--- src/rtl/display_scan_n.sv ---
// display_scan_n: N-digit multiplexed 7-segment driver for a common-anode board.
// Built-in prescaler, double-buffered frame data, per-digit blink and blank,
// and a one-cycle frame_done strobe when the scan wraps back to digit 0.
// AN and SEGMENT ({p,g,f,e,d,c,b,a}) are active-low and registered.
// Optional feature macro: DISPSCAN_PWM_EN enables PWM brightness from `bright`;
// without it the display is always fully on and `bright` is ignored.
module display_scan_n #(
  parameter int DIGITS    = 4,
  parameter int SCAN_DIV  = 17,
  parameter int BRIGHT_W  = 4,
  parameter int BLINK_DIV = 25
) (
  input  logic                  clk,
  input  logic                  rst,
  input  logic [4*DIGITS-1:0]   hexs,
  input  logic [DIGITS-1:0]     points,
  input  logic [DIGITS-1:0]     LEs,
  input  logic [DIGITS-1:0]     blink,
  input  logic [BRIGHT_W-1:0]   bright,
  input  logic                  load,
  output logic [DIGITS-1:0]     AN,
  output logic [7:0]            SEGMENT,
  output logic                  frame_done
);

  localparam int IW = (DIGITS > 1) ? $clog2(DIGITS) : 1;
  localparam logic [IW-1:0] LAST = IW'(DIGITS - 1);

  logic [SCAN_DIV-1:0]  pre;
  logic [IW-1:0]        idx;
  logic [BLINK_DIV-1:0] blink_cnt;
  logic                 phase;

  logic [4*DIGITS-1:0]  pend_hexs, act_hexs;
  logic [DIGITS-1:0]    pend_points, act_points;
  logic [DIGITS-1:0]    pend_les, act_les;
  logic [DIGITS-1:0]    pend_blink, act_blink;
  logic                 pend_valid;

  logic                 slot_end;
  logic                 wrap;
  logic                 pwm_on;
  logic                 dark;
  logic [3:0]           cur_hex;
  logic                 cur_point;

  assign slot_end = &pre;
  assign wrap     = slot_end && (idx == LAST);

`ifdef DISPSCAN_PWM_EN
  // Top prescaler bits act as the PWM ramp within each digit slot
  assign pwm_on = (pre[SCAN_DIV-1 -: BRIGHT_W] < bright) || (&bright);
`else
  logic unused_bright;
  assign unused_bright = ^bright;
  assign pwm_on        = 1'b1;
`endif

  function automatic logic [6:0] decode(input logic [3:0] h);
    logic [6:0] s;
    s = '1;
    case (h)
      4'h0: s = 7'h40;
      4'h1: s = 7'h79;
      4'h2: s = 7'h24;
      4'h3: s = 7'h30;
      4'h4: s = 7'h19;
      4'h5: s = 7'h12;
      4'h6: s = 7'h02;
      4'h7: s = 7'h78;
      4'h8: s = 7'h00;
      4'h9: s = 7'h10;
      4'hA: s = 7'h08;
      4'hB: s = 7'h03;
      4'hC: s = 7'h46;
      4'hD: s = 7'h21;
      4'hE: s = 7'h06;
      4'hF: s = 7'h0E;
    endcase
    return s;
  endfunction

  // Select the current digit's data from the active buffer and decide darkness
  always_comb begin
    cur_hex   = act_hexs[4*int'(idx) +: 4];
    cur_point = act_points[idx];
    dark      = act_les[idx] | (act_blink[idx] & phase) | ~pwm_on;
  end

  // Prescaler, scan index and blink phase
  always_ff @(posedge clk or negedge rst) begin
    if (!rst) begin
      pre       <= '0;
      idx       <= '0;
      blink_cnt <= '0;
      phase     <= 1'b0;
    end else begin
      pre       <= pre + 1'b1;
      if (slot_end) idx <= (idx == LAST) ? '0 : idx + 1'b1;
      blink_cnt <= blink_cnt + 1'b1;
      if (&blink_cnt) phase <= ~phase;
    end
  end

  // Capture into pending on load; commit pending to active only at frame wrap.
  // A load on the wrap cycle lands in pending after the old pending commits.
  always_ff @(posedge clk or negedge rst) begin
    if (!rst) begin
      pend_hexs   <= '0;
      pend_points <= '0;
      pend_les    <= '0;
      pend_blink  <= '0;
      pend_valid  <= 1'b0;
      act_hexs    <= '0;
      act_points  <= '0;
      act_les     <= '0;
      act_blink   <= '0;
    end else begin
      if (wrap && pend_valid) begin
        act_hexs   <= pend_hexs;
        act_points <= pend_points;
        act_les    <= pend_les;
        act_blink  <= pend_blink;
        pend_valid <= 1'b0;
      end
      if (load) begin
        pend_hexs   <= hexs;
        pend_points <= points;
        pend_les    <= LEs;
        pend_blink  <= blink;
        pend_valid  <= 1'b1;
      end
    end
  end

  // Registered pin drivers and frame strobe
  always_ff @(posedge clk or negedge rst) begin
    if (!rst) begin
      AN         <= '1;
      SEGMENT    <= '1;
      frame_done <= 1'b0;
    end else begin
      frame_done <= wrap;
      if (dark) begin
        AN      <= '1;
        SEGMENT <= '1;
      end else begin
        AN      <= ~(DIGITS'(1) << idx);
        SEGMENT <= {~cur_point, decode(cur_hex)};
      end
    end
  end

endmodule
--- config.mk ---
export PLATFORM = sky130hd
export DESIGN_NAME = display_scan_n
export DESIGN_NICKNAME = d
export VERILOG_FILES = /design/src/rtl/display_scan_n.sv
export SDC_FILE = /design/constraint.sdc
export NUM_CORES = 1
export LEC_CHECK = 0
export CORE_MARGIN = 5
export CORE_UTILIZATION = 55
export CTS_BUF_LIST = sky130_fd_sc_hd__clkbuf_2 sky130_fd_sc_hd__clkbuf_4 sky130_fd_sc_hd__clkbuf_8
export DETAILED_ROUTE_END_ITERATION = 10
export PLACE_DENSITY = 0.73
export SYNTH_ARGS = -nofsm -noshare
export SYNTH_HDL_FRONTEND = slang
export SYNTH_SLANG_ARGS = --single-unit
export TNS_END_PERCENT = 1
--- constraint.sdc ---
create_clock -name clk -period 4.55 [get_ports clk]
set_input_delay 0.6825 -clock clk [delete_from_list [all_inputs] [get_ports clk]]
set_output_delay 0.6825 -clock clk [all_outputs]
set_load 0.01 [all_outputs]
After elaboration in Yosys (flattened, before gate mapping)
Memories as Yosys holds them, arrays and structs flattened. Index checks and enable logic that the tools add are counted.

Add/sub/neg operators: 3. $lt $le $gt $ge: 1. Equality and inequality tests: 1. Shift-type cells: 2. Mux-type cells: 11. Bitwise logic cells: 5. Reduce and logical (&&, ||, !) cells: 5.

Operator list (number): $add 25x1->25 const B (1); $reduce_and 25->1 (1); $add 17x1->17 const B (1); $reduce_and 17->1 (1); $shiftx 16x5->4 (1); $mux 8 (1); $bmux 1 s2 (3); $mux 1 (5); $mux 4 (1); $not 4->4 (1); $shl 1x2->4 const A (1); $lt 2x3->1 const B (1); $add 2x1->2 const B (1); $eq 2x2->1 const B (1); $logic_and 1x1->1 (2); $mux 2 (1); $not 1->1 (2); $reduce_bool 2->1 (1); $and 1x1->1 (1); $or 1x1->1 (1).

Bits in registers: 115. Memory bits (read-only): 112. Bits of input ports: 35. Output and inout bits: 13. Memories kept: 1.

Memory list: (no name shown) (words 16, width 7, rd ports 1, clocked after Yosys merged registers in 0, wr ports 0, line 62) `case (h)`.

Logic depth before layout (Yosys ltp)
Gate-level depths: netlist of run 1.

Depth in word-level cells: 5. Mapped depth: 10.

Worst setup path after synthesis of run 1
No wires, ideal clock.

Path type: register to register. Start: register pre[0]. End: register act_hexs[0]. Arrival time: 2119 ps. Path slack: 2306 ps. Cell stages (with the launch flop): 11. Buffers on the path: 1. Period minus slack after synthesis: 2244 ps. Cells stage by stage: dfrtp_1 ha_1 nand4_1 nor3_1 and3_1 ha_1 nand2_1 inv_1 nand2_1 buf_2 mux2_2.

Word-level cells in the longest chain between the ends: 3.

RTL lines: start: declaration (line 29) `logic [SCAN_DIV-1:0] pre;`; start signal: assignment (line 98) `pre <= pre + 1'b1;`; $reduce_and 17->1 (line 47) `assign slot_end = &pre;`; net slot_end (line 40) `logic slot_end;`; $logic_and 1x1->1 (line 48) `assign wrap = slot_end && (idx == LAST);`; net wrap (line 41) `logic wrap;`; $logic_and 1x1->1 (line 119) `if (wrap && pend_valid) begin`; end signal: assignment (line 120) `act_hexs <= pend_hexs;`; end: declaration (line 34) `logic [4*DIGITS-1:0] pend_hexs, act_hexs;`.

The timed path passes the listed nets, and every way through them passes these cells. A chain may end at the register's enable or synchronous reset.

Final worst setup path of run 1
Start: register pre[0]. End: register act_points[0].

Word-level cells in the longest chain between the ends: 3.

RTL lines: $reduce_and 17->1 (line 47); net slot_end (line 40); $logic_and 1x1->1 (line 48); net wrap (line 41); $logic_and 1x1->1 (line 119); end signal: assignment (line 121) `act_points <= pend_points;`; end: declaration (line 35) `logic [DIGITS-1:0] pend_points, act_points;`.

The timed path passes the listed nets, and every way through them passes these cells.

==> results of run 1 <==
per-stage QoR:
stage	cell area (um2)	utilization	hold WS, ns	total power [mW]
finish	5850	0.671	0.458	2.12
global route	5850	0.671	0.489	2.20
CTS	5850	0.671	0.474	2.14
detailed placement	5440	0.623	0.461	1.16
global placement	5440	0.623	0.451	1.16
floorplan	4910	-	0.387	1.10
flip-flops by register name, indices dropped and copies added, names as in the netlist, 8 cells and up:
register	cells
pend_hexs	16
blink_cnt	25
act_hexs	16
SEGMENT	8
pre	17
routing by layer:
layer	wire [um]	vias to the layer above	global-route usage
met2	3810	49	0.249
met3	344	8	0.0583
li1	-	1362	-
met5	0	-	0
met1	3740	1434	0.213
met4	92	0	0.0638
layout by cell type, fill, tap and decap left out, drive strengths merged:
cell           count
nor2              10
inv               13
a21oi              6
nor3b              2
nand2             27
nand2b             1
nor4               2
mux2              57
o211ai             2
xor2              16
and3               6
dfrtp            103
or2                2
o31ai              1
bufinv             3
o221ai             1
nand4             10
buf                4
clkbuf            19
a21o               1
dfstp             12
nor3               4
mux4               7
nor4b              2
nand3b             1
clkdlybuf4s50     42
o21ai              5
nand3             19
xnor2             26
o21a               1
ha                13
clkinv             4
clkinvlp           4
and4               2
area by class of cell:
type | instances | area (um2) | share of cell area
clock buffer | 19 | 255 | 0.0436
inverter | 11 | 41.3 | 0.00706
multi-input combinational | 224 | 1920 | 0.328
clock inverter | 13 | 158 | 0.0270
sequential | 115 | 2890 | 0.495
tap | 108 | 135 | 0.0231
timing repair buffer | 46 | 450 | 0.0770
logic make-up after synthesis:
| kind of cell | synth area share |
|---|---|
| buf+inv | 0.0204 |
| compound gates | 0.0217 |
| simple gates | 0.0979 |
| fa+ha+maj | 0.0331 |
| xor+xnor | 0.0749 |
| mux | 0.163 |
| flops | 0.589 |
power groups by stage:
stage / registers, mW / logic [mW] / clock network, mW
after floorplan: 1.07 / 0.0303 / 0
final: 1.06 / 0.0783 / 0.978
after CTS: 1.06 / 0.0811 / 0.998
after global placement: 1.08 / 0.0794 / 0
after global routing: 1.06 / 0.0880 / 1.05
after detailed placement: 1.08 / 0.0806 / 0
synthesized netlist by cell type:
| cell type | instances | area, um2 |
|---|---|---|
| a21o_1 | 1 | 7.51 |
| a21oi_1 | 6 | 30.0 |
| and3_1 | 6 | 37.5 |
| and4_1 | 2 | 17.5 |
| buf_1 | 1 | 3.75 |
| buf_2 | 5 | 25.0 |
| buf_6 | 2 | 22.5 |
| clkbuf_1 | 2 | 7.51 |
| dfrtp_1 | 103 | 2580 |
| dfstp_2 | 12 | 315 |
| ha_1 | 13 | 163 |
| inv_1 | 11 | 41.3 |
| mux2_1 | 1 | 11.3 |
| mux2_2 | 56 | 631 |
| mux4_2 | 7 | 158 |
| nand2_1 | 27 | 101 |
| nand2b_1 | 1 | 6.26 |
| nand3_1 | 19 | 95.1 |
| nand3b_1 | 1 | 7.51 |
| nand4_1 | 10 | 62.6 |
| nor2_1 | 10 | 37.5 |
| nor3_1 | 3 | 15.0 |
| nor3_2 | 1 | 10.0 |
| nor3b_1 | 1 | 7.51 |
| nor3b_2 | 1 | 12.5 |
| nor4_1 | 1 | 6.26 |
| nor4_4 | 1 | 21.3 |
| nor4b_2 | 2 | 30.0 |
| o211ai_1 | 2 | 15.0 |
| o21a_1 | 1 | 7.51 |
| o21ai_0 | 2 | 10.0 |
| o21ai_1 | 3 | 15.0 |
| o221ai_1 | 1 | 8.76 |
| o31ai_2 | 1 | 12.5 |
| or2_0 | 2 | 12.5 |
| xnor2_1 | 26 | 228 |
| xor2_1 | 16 | 140 |
how the worst min path moves through the flow:
stage | depth (start not counted) | end | start
final | 1 | pend_les[2]$_DFFE_PN0P_ | rst
after floorplan | 0 | act_blink[0]$_DFFE_PN0P_ | rst
after global placement | 1 | pre[15]$_DFF_PN0_ | pre[15]$_DFF_PN0_
after CTS | 1 | pre[15]$_DFF_PN0_ | pre[15]$_DFF_PN0_
after global routing | 1 | blink_cnt[22]$_DFF_PN0_ | blink_cnt[22]$_DFF_PN0_
after detailed placement | 1 | pre[14]$_DFF_PN0_ | pre[14]$_DFF_PN0_
==> impl_metrics.toml, run 1 <==
[critical_path]
crit_path_start_kind = "register"
crit_path_start = "pre[0]$_DFF_PN0_"
endpoint = "act_points[0]$_DFFE_PN0P_"
critPathMaxFanout = 28
reg2reg_to = "act_points[0]$_DFFE_PN0P_"
critical_path_arrival_ns = 2.87
r2r_cells = 10
crit_path_end_kind = "register"
critPathRequiredTime_ns = 4.85
cp.buffers_inverters = 2
worst_path_largest_cell_delay_ns = 0.42
reg2reg_slack_ns = 1.98
r2r-start = "pre[0]$_DFF_PN0_"
cp_slowest_cell = "nor3_1"
crit_chain = "ha_1 -> nand4_1 -> nor3_1 -> and3_1 -> ha_1 -> nand2_1 -> inv_1 -> nand2_1 -> buf_4 -> mux2_2"
critPathTopFamily = "simple AND/OR/NAND/NOR gates"
path_depth = 10
path_class = "register to register"

[cells_and_area]
area_growth_pct = 19.1
antenna_cells = 0
drive_gt1_frac = 0.273
final_cells = 536
final_net_count = 463
num-fill-cells = 622

[sta]
final.setup_skew_ns = 0.00929
hold_viol = 0
min_period_ns = 2.57
worst_pin_slew_ns = 1.09
setup_viol = 0
fin_crit_sh = 0.565
slew_viol_final = 0
setup_ws_ns = 1.98
slew_headroom = 0.275
tns_ns = 0
grt_setup_unrepaired = "no"
max_freq_mhz = 389

[power]
p_per_area_mw_per_mm2 = 362
p_switching_mw = 0.462
internal_power_mw = 1.65
power_frac_seq = 0.501
combPwrFrac = 0.037
ir_drop_mv = 0.222
swShare = 0.218
p_leak_nw = 2.69
p_clk_frac = 0.462

[clock_tree]
cts_setup_buffers = 0
cts_buffer_depth = 2
htreeDepth = 4
cts-buffers-inserted = 17
cts-root-buf = "clkbuf_8"
cts_resized = 0
cts.clk_slew.worst_paths_ns = 0.07
clk_latency_ns = 0.41
clock_sinks = 115
cts_hold_buf = 0
cts_tree = "built"

[worst_hold_path]
hp-class = "primary input to async pin"

[global_route]
grt_max_degree = 92
antenna_found_initial = 0
grt_pass1_vias = 3069
track_usage = 0.163
grt_pass1_wl_um = 14400
grt_overflow_total = 0

[route]
viasPerCell = 5.32
drt-pass1-iter-count = 4
final_antenna_net_count = 0
wirelength_um = 7990
dr.first_iter.drc_count = 92
num_vias = 2853
wire_per_inst_um = 14.9
drc_errors = 0

[outcome]
status = "completed"

[yosys]
syn_nets = 408
syn_area_per_cell_um2 = 13.6
syn-cell-area_mm2 = 0.00491
synth_cell_types = 37
synth_seq_cells = 115
ys.warnings.count = 0
ys_seq_area_frac = 0.589
netlist_instances = 360

[floorplanning]
dieArea_mm2 = 0.0109
rows = 34
die_height_um = 104
start_util = 0.563
core_area_mm2 = 0.00872
pin_count = 48
die_x_um = 104

[place]
portBuffers = 43
gp_congestion = 0.761
preCtsSetupSlack_ns = 1.98
hpwl_um = 5340
post-place-cells = 504

[job]
max_cap_viol_count = 0
Note: power is estimated with default switching activity, not from simulation.
==> run 2, diff against run 1 <==
--- a/config.mk
+++ b/config.mk
@@ -6,10 +6,10 @@
 export NUM_CORES = 1
 export LEC_CHECK = 0
 export CORE_MARGIN = 5
-export CORE_UTILIZATION = 55
+export CORE_UTILIZATION = 53
 export CTS_BUF_LIST = sky130_fd_sc_hd__clkbuf_2 sky130_fd_sc_hd__clkbuf_4 sky130_fd_sc_hd__clkbuf_8
 export DETAILED_ROUTE_END_ITERATION = 10
-export PLACE_DENSITY = 0.73
+export PLACE_DENSITY = 0.74
 export SYNTH_ARGS = -nofsm -noshare
 export SYNTH_HDL_FRONTEND = slang
 export SYNTH_SLANG_ARGS = --single-unit
==> constraint.sdc (replaced) <==
create_clock -name clk -period 2.3 [get_ports clk]
set_input_delay 0.345 -clock clk [delete_from_list [all_inputs] [get_ports clk]]
set_output_delay 0.345 -clock clk [all_outputs]
set_load 0.01 [all_outputs]
==> run 2 against run 1 <==
Clock power is 120% higher. Worst hold slack worse by 0.14 ns. Critical path depth stayed put. Non-clock buffer count is 5 higher. Largest power group is now the clock network. Critical path type unchanged. Combinational power is 110% higher. Final cell count is 1.1% higher.
==> impl_metrics.toml, run 2 (same netlist as run 1, synthesis figures left out) <==
[clock_tree]
cts_tree = "built"
cts_buffer_depth = 2
clk_latency_ns = 0.42
cts-buffers-inserted = 17
cts_setup_buffers = 0
clock_sinks = 115
cts.clk_slew.worst_paths_ns = 0.07
cts-root-buf = "clkbuf_8"
htreeDepth = 4

[power]
p_switching_mw = 0.859
ir_drop_mv = 0.438
internal_power_mw = 3.51
p_per_area_mw_per_mm2 = 733
swShare = 0.196
p_clk_frac = 0.483
total_power_mw = 4.37
power_frac_seq = 0.480
combPwrFrac = 0.037
p_leak_nw = 2.75

[global_route]
antenna_found_initial = 0
grt_max_degree = 66
grt_pass1_wl_um = 14000
track_usage = 0.156
grt_pass1_vias = 2999
grt_overflow_total = 0

[route]
final_antenna_net_count = 0
num_vias = 2844
wirelength_um = 8000
wire_per_inst_um = 14.8
drt-pass1-iter-count = 4
drc_errors = 0
viasPerCell = 5.25
dr.first_iter.drc_count = 101

[cells_and_area]
area_growth_pct = 21.5
seq_area_mm2 = 0.00289
final_common_cell = "dfrtp_1"
reg_top3 = "blink_cnt (25), pre (17)"
num-fill-cells = 693
final_net_count = 468
largest-register = "blink_cnt"
antenna_cells = 0
final_cell_mix = "103 x dfrtp_1, 56 x mux2_2, 42 x clkdlybuf4s50_1"
multi_input_area_mm2 = 0.00193
drive_gt1_frac = 0.283
largest_reg_flops = 25

[sta]
slew_viol_final = 0
min_period_ns = 2.17
final.setup_skew_ns = 0.0134
hold_ws_ns = 0.323
tns_ns = 0
slew_headroom = 0.709
setup_viol = 0
max_freq_mhz = 460
hold_viol = 0
fin_crit_sh = 0.945
worst_pin_slew_ns = 0.436

[critical_path]
crit_path_start_kind = "register"
crit_chain = "ha_2 -> nand4_1 -> nor3_2 -> and3_1 -> ha_2 -> nand2_1 -> inv_1 -> nand2_1 -> buf_12 -> mux2_2"
cp_slowest_cell = "dfrtp_1"
worst_path_largest_cell_delay_ns = 0.39
critPathMaxFanout = 28
crit_path_end_kind = "register"
r2r_cells = 10
critPathRequiredTime_ns = 2.59
critical_path_arrival_ns = 2.47
r2r-start = "pre[0]$_DFF_PN0_"
path_class = "register to register"
crit_path_start = "pre[0]$_DFF_PN0_"

[job]
max_cap_viol_count = 0

[floorplanning]
start_util = 0.536
pin_count = 48
die_height_um = 106
rows = 35
die_x_um = 106
dieArea_mm2 = 0.0113
core_area_mm2 = 0.00915

[place]
hpwl_um = 5560
portBuffers = 43
gp_congestion = 0.746

[outcome]
status = "completed"

[worst_hold_path]
hp-class = "primary input to async pin"
[run 2: stage by stage]
stage	utilization	setup WS, ns	cells	area, um2
after floorplan	-	0.0563	360	4910
after global placement	0.600	0.146	511	5500
after detailed placement	0.600	0.0624	511	5500
after CTS	0.651	0.0269	542	5960
after global routing	0.652	-0.0805	542	5970
final	0.652	0.127	542	5970
[run 2: worst paths after layout]
check | endpoint | slack [ns]
min reg2reg | pre[15]$_DFF_PN0_ | 0.47
min | blink_cnt[18]$_DFF_PN0_ | 0.32
max | act_hexs[3]$_DFFE_PN0P_ | 0.13
min in group clk | pre[15]$_DFF_PN0_ | 0.47
max in group asynchronous | blink_cnt[3]$_DFF_PN0_ | 1.27
max reg2reg | act_hexs[3]$_DFFE_PN0P_ | 0.13
[run 2: final cells by class]
class | count | area share
Tap cell | 111 | 0.0233
Multi-Input combinational cell | 224 | 0.323
Timing Repair Buffer | 51 | 0.0864
Clock inverter | 9 | 0.0302
Sequential cell | 115 | 0.485
Clock buffer | 21 | 0.0453
Inverter | 11 | 0.00692
[run 2: power by group through the flow]
stage	clock (mW)	combinational (mW)	sequential, mW
finish	2.11	0.161	2.10
global route	2.22	0.181	2.11
CTS	2.15	0.167	2.10
detailed placement	0	0.165	2.14
global placement	0	0.160	2.14
floorplan	0	0.0599	2.13
[run 2: what timing repair did]
action	4_1_cts	5_1_grt
hold endpoints to repair	15	0
setup endpoints to repair	0	28
hold buffers	1	0
resized for setup	0	3
[run 2: critical path, delay by kind of cell, from the launching register on]
family	cells	cell delay, ns
fa+ha+maj	2	0.43
buf+inv	2	0.25
flops	1	0.39
mux	1	0.29
simple gates	5	0.67
[run 2: per-layer routing]
| layer | wire [um] | GRT usage | up-vias |
|---|---|---|---|
| met4 | 128 | 0.0666 | 0 |
| met1 | 3660 | 0.203 | 1409 |
| li1 | - | - | 1376 |
| met3 | 301 | 0.0431 | 15 |
| met2 | 3910 | 0.248 | 44 |
| met5 | 0 | 0 | - |
==> variant: new RTL, settings of run 2 <==
Make the reset (`rst`) synchronous in 3 clocked blocks.
--- a/src/rtl/display_scan_n.sv
+++ b/src/rtl/display_scan_n.sv
@@ -88,7 +88,7 @@
   end
 
   // Prescaler, scan index and blink phase
-  always_ff @(posedge clk or negedge rst) begin
+  always_ff @(posedge clk) begin
     if (!rst) begin
       pre       <= '0;
       idx       <= '0;
@@ -104,7 +104,7 @@
 
   // Capture into pending on load; commit pending to active only at frame wrap.
   // A load on the wrap cycle lands in pending after the old pending commits.
-  always_ff @(posedge clk or negedge rst) begin
+  always_ff @(posedge clk) begin
     if (!rst) begin
       pend_hexs   <= '0;
       pend_points <= '0;
@@ -134,7 +134,7 @@
   end
 
   // Registered pin drivers and frame strobe
-  always_ff @(posedge clk or negedge rst) begin
+  always_ff @(posedge clk) begin
     if (!rst) begin
       AN         <= '1;
       SEGMENT    <= '1;
Check against the original RTL: differs if rst is asserted again (counterexample within 4 cycles, from zero or initial values and one cycle with rst low); with rst held inactive, the same outputs for 10 cycles.
==> variant against run 2 <==
Synthesized area is 2.5% lower. Die area is 2.3% lower. Total power is 1.2% lower. Wire length is 17% higher. Sequential share of layout area is 8.7 points lower. Count of clock-buffer cells in the layout is 1 higher. Sequential cell count stayed put. Largest cell class is now multi-input gates. Final area is 2.9% lower. Setup slack better by 0.089 ns.
==> variant: results (changes against run 2) <==
status=finished, final reports clean (unchanged); Mapped Nets=562 (was 408); asr flop ratio synth=0% (was 100.0%); proportion of synthesized area in mux cells=12.13% (was 16.28%); die area=11030 sq um (was 11290 sq um); multi-input gates=359 (was 224); Clock buf/inv share=7.754% (was 7.550%); largest net degree at the start of global routing=97 (was 66); # nets final=610 (was 468); worst path arrival time=2.37 ns (was 2.47 ns); crit path launch=blink_cnt[0] (was pre[0]); number of DRC markers after the initial detailed-route iteration=209 (was 101); reg2reg path depth=5 (was 10); total global-route track usage=17.55% (was 15.63%); met3 wire length=536 microns (was 301 microns); bufs w/o clock=56 (was 51); worst-path maximum fanout=5 (was 28); Compound-Gate Fraction of Synth Area=8.784% (was 2.166%); sequential area share after synthesis=48.10% (was 58.92%); fraction of area in registers=39.74% (was 48.49%); NonClk Buf Share=9.244% (was 8.641%); Post-Synth Adder-Cell Area=3.399% (was 3.313%); Non-Filler Instances=683 (was 542); Cell variety after synth=40 (was 37); most common library cells after synthesis=dfxtp_1, nand2_1, nor2_1, a21oi_1, mux2i_1 (was dfrtp_1, mux2_2, nand2_1, xnor2_1, nand3_1); Worst VDD drop=0.0003506 V (was 0.0004382 V); CP peak stage delay=0.65 ns (was 0.39 ns); Synth Flop Type=dfxtp_1 (was dfrtp_1); met2 wire length=4126 microns (was 3905 microns); routability congestion estimate=0.8013 (was 0.7461); fraction of area in multi-input gates=40.09% (was 32.30%); HPWL after DPL=6072 microns (was 5561 microns); switching power=877.3 uW (was 859.0 uW); vias in the first global route=3407 (was 2999); Worst R2R Setup Slack=0.22 ns (was 0.13 ns); met3 Usage GRT=5.795% (was 4.311%); FF+latch count=115 (unchanged); Hold Path Class=reg2reg (was in2async); fill count=687 (was 693); layout cells sized above 1=11.30% (was 28.31%); clock skew=0.007225 ns (was 0.01336 ns); Slew @ Worst Pin=0.5618 ns (was 0.4362 ns); Non-CTS inverters=13 (was 11)
-- variant: changes by cell type after synthesis, sizes merged, moves of 9 or more --
cell / before / now
or4: 0 / 10
clkbuf: 2 / 22
dfrtp: 103 / 0
or3: 0 / 9
nand2: 27 / 79
xnor2: 26 / 11
a21oi: 6 / 45
dfxtp: 0 / 115
mux2i: 0 / 40
mux2: 57 / 2
nor2: 10 / 56
dfstp: 12 / 0
-- variant: power by group through the flow --
stage	combinational [mW]	sequential [mW]	clock, mW
2_1_floorplan	0.0974	2.11	0
3_3_place_gp	0.187	2.11	0
3_5_place_dp	0.191	2.11	0
4_1_cts	0.192	2.07	2.10
5_1_grt	0.208	2.07	2.20
6_report	0.189	2.07	2.06
-- variant: repair_timing --
item,CTS,global route
setup buffers,0,0
endpoints found under the setup margin,0,1
resized for setup,0,1
-- variant: worst register-to-register path: cells and delay by family (launching register included) --
kind / cells / cell delay [ns]
simple gates: 2 / 0.82
compound gates: 2 / 0.52
flops: 1 / 0.37
fa+ha+maj: 1 / 0.24
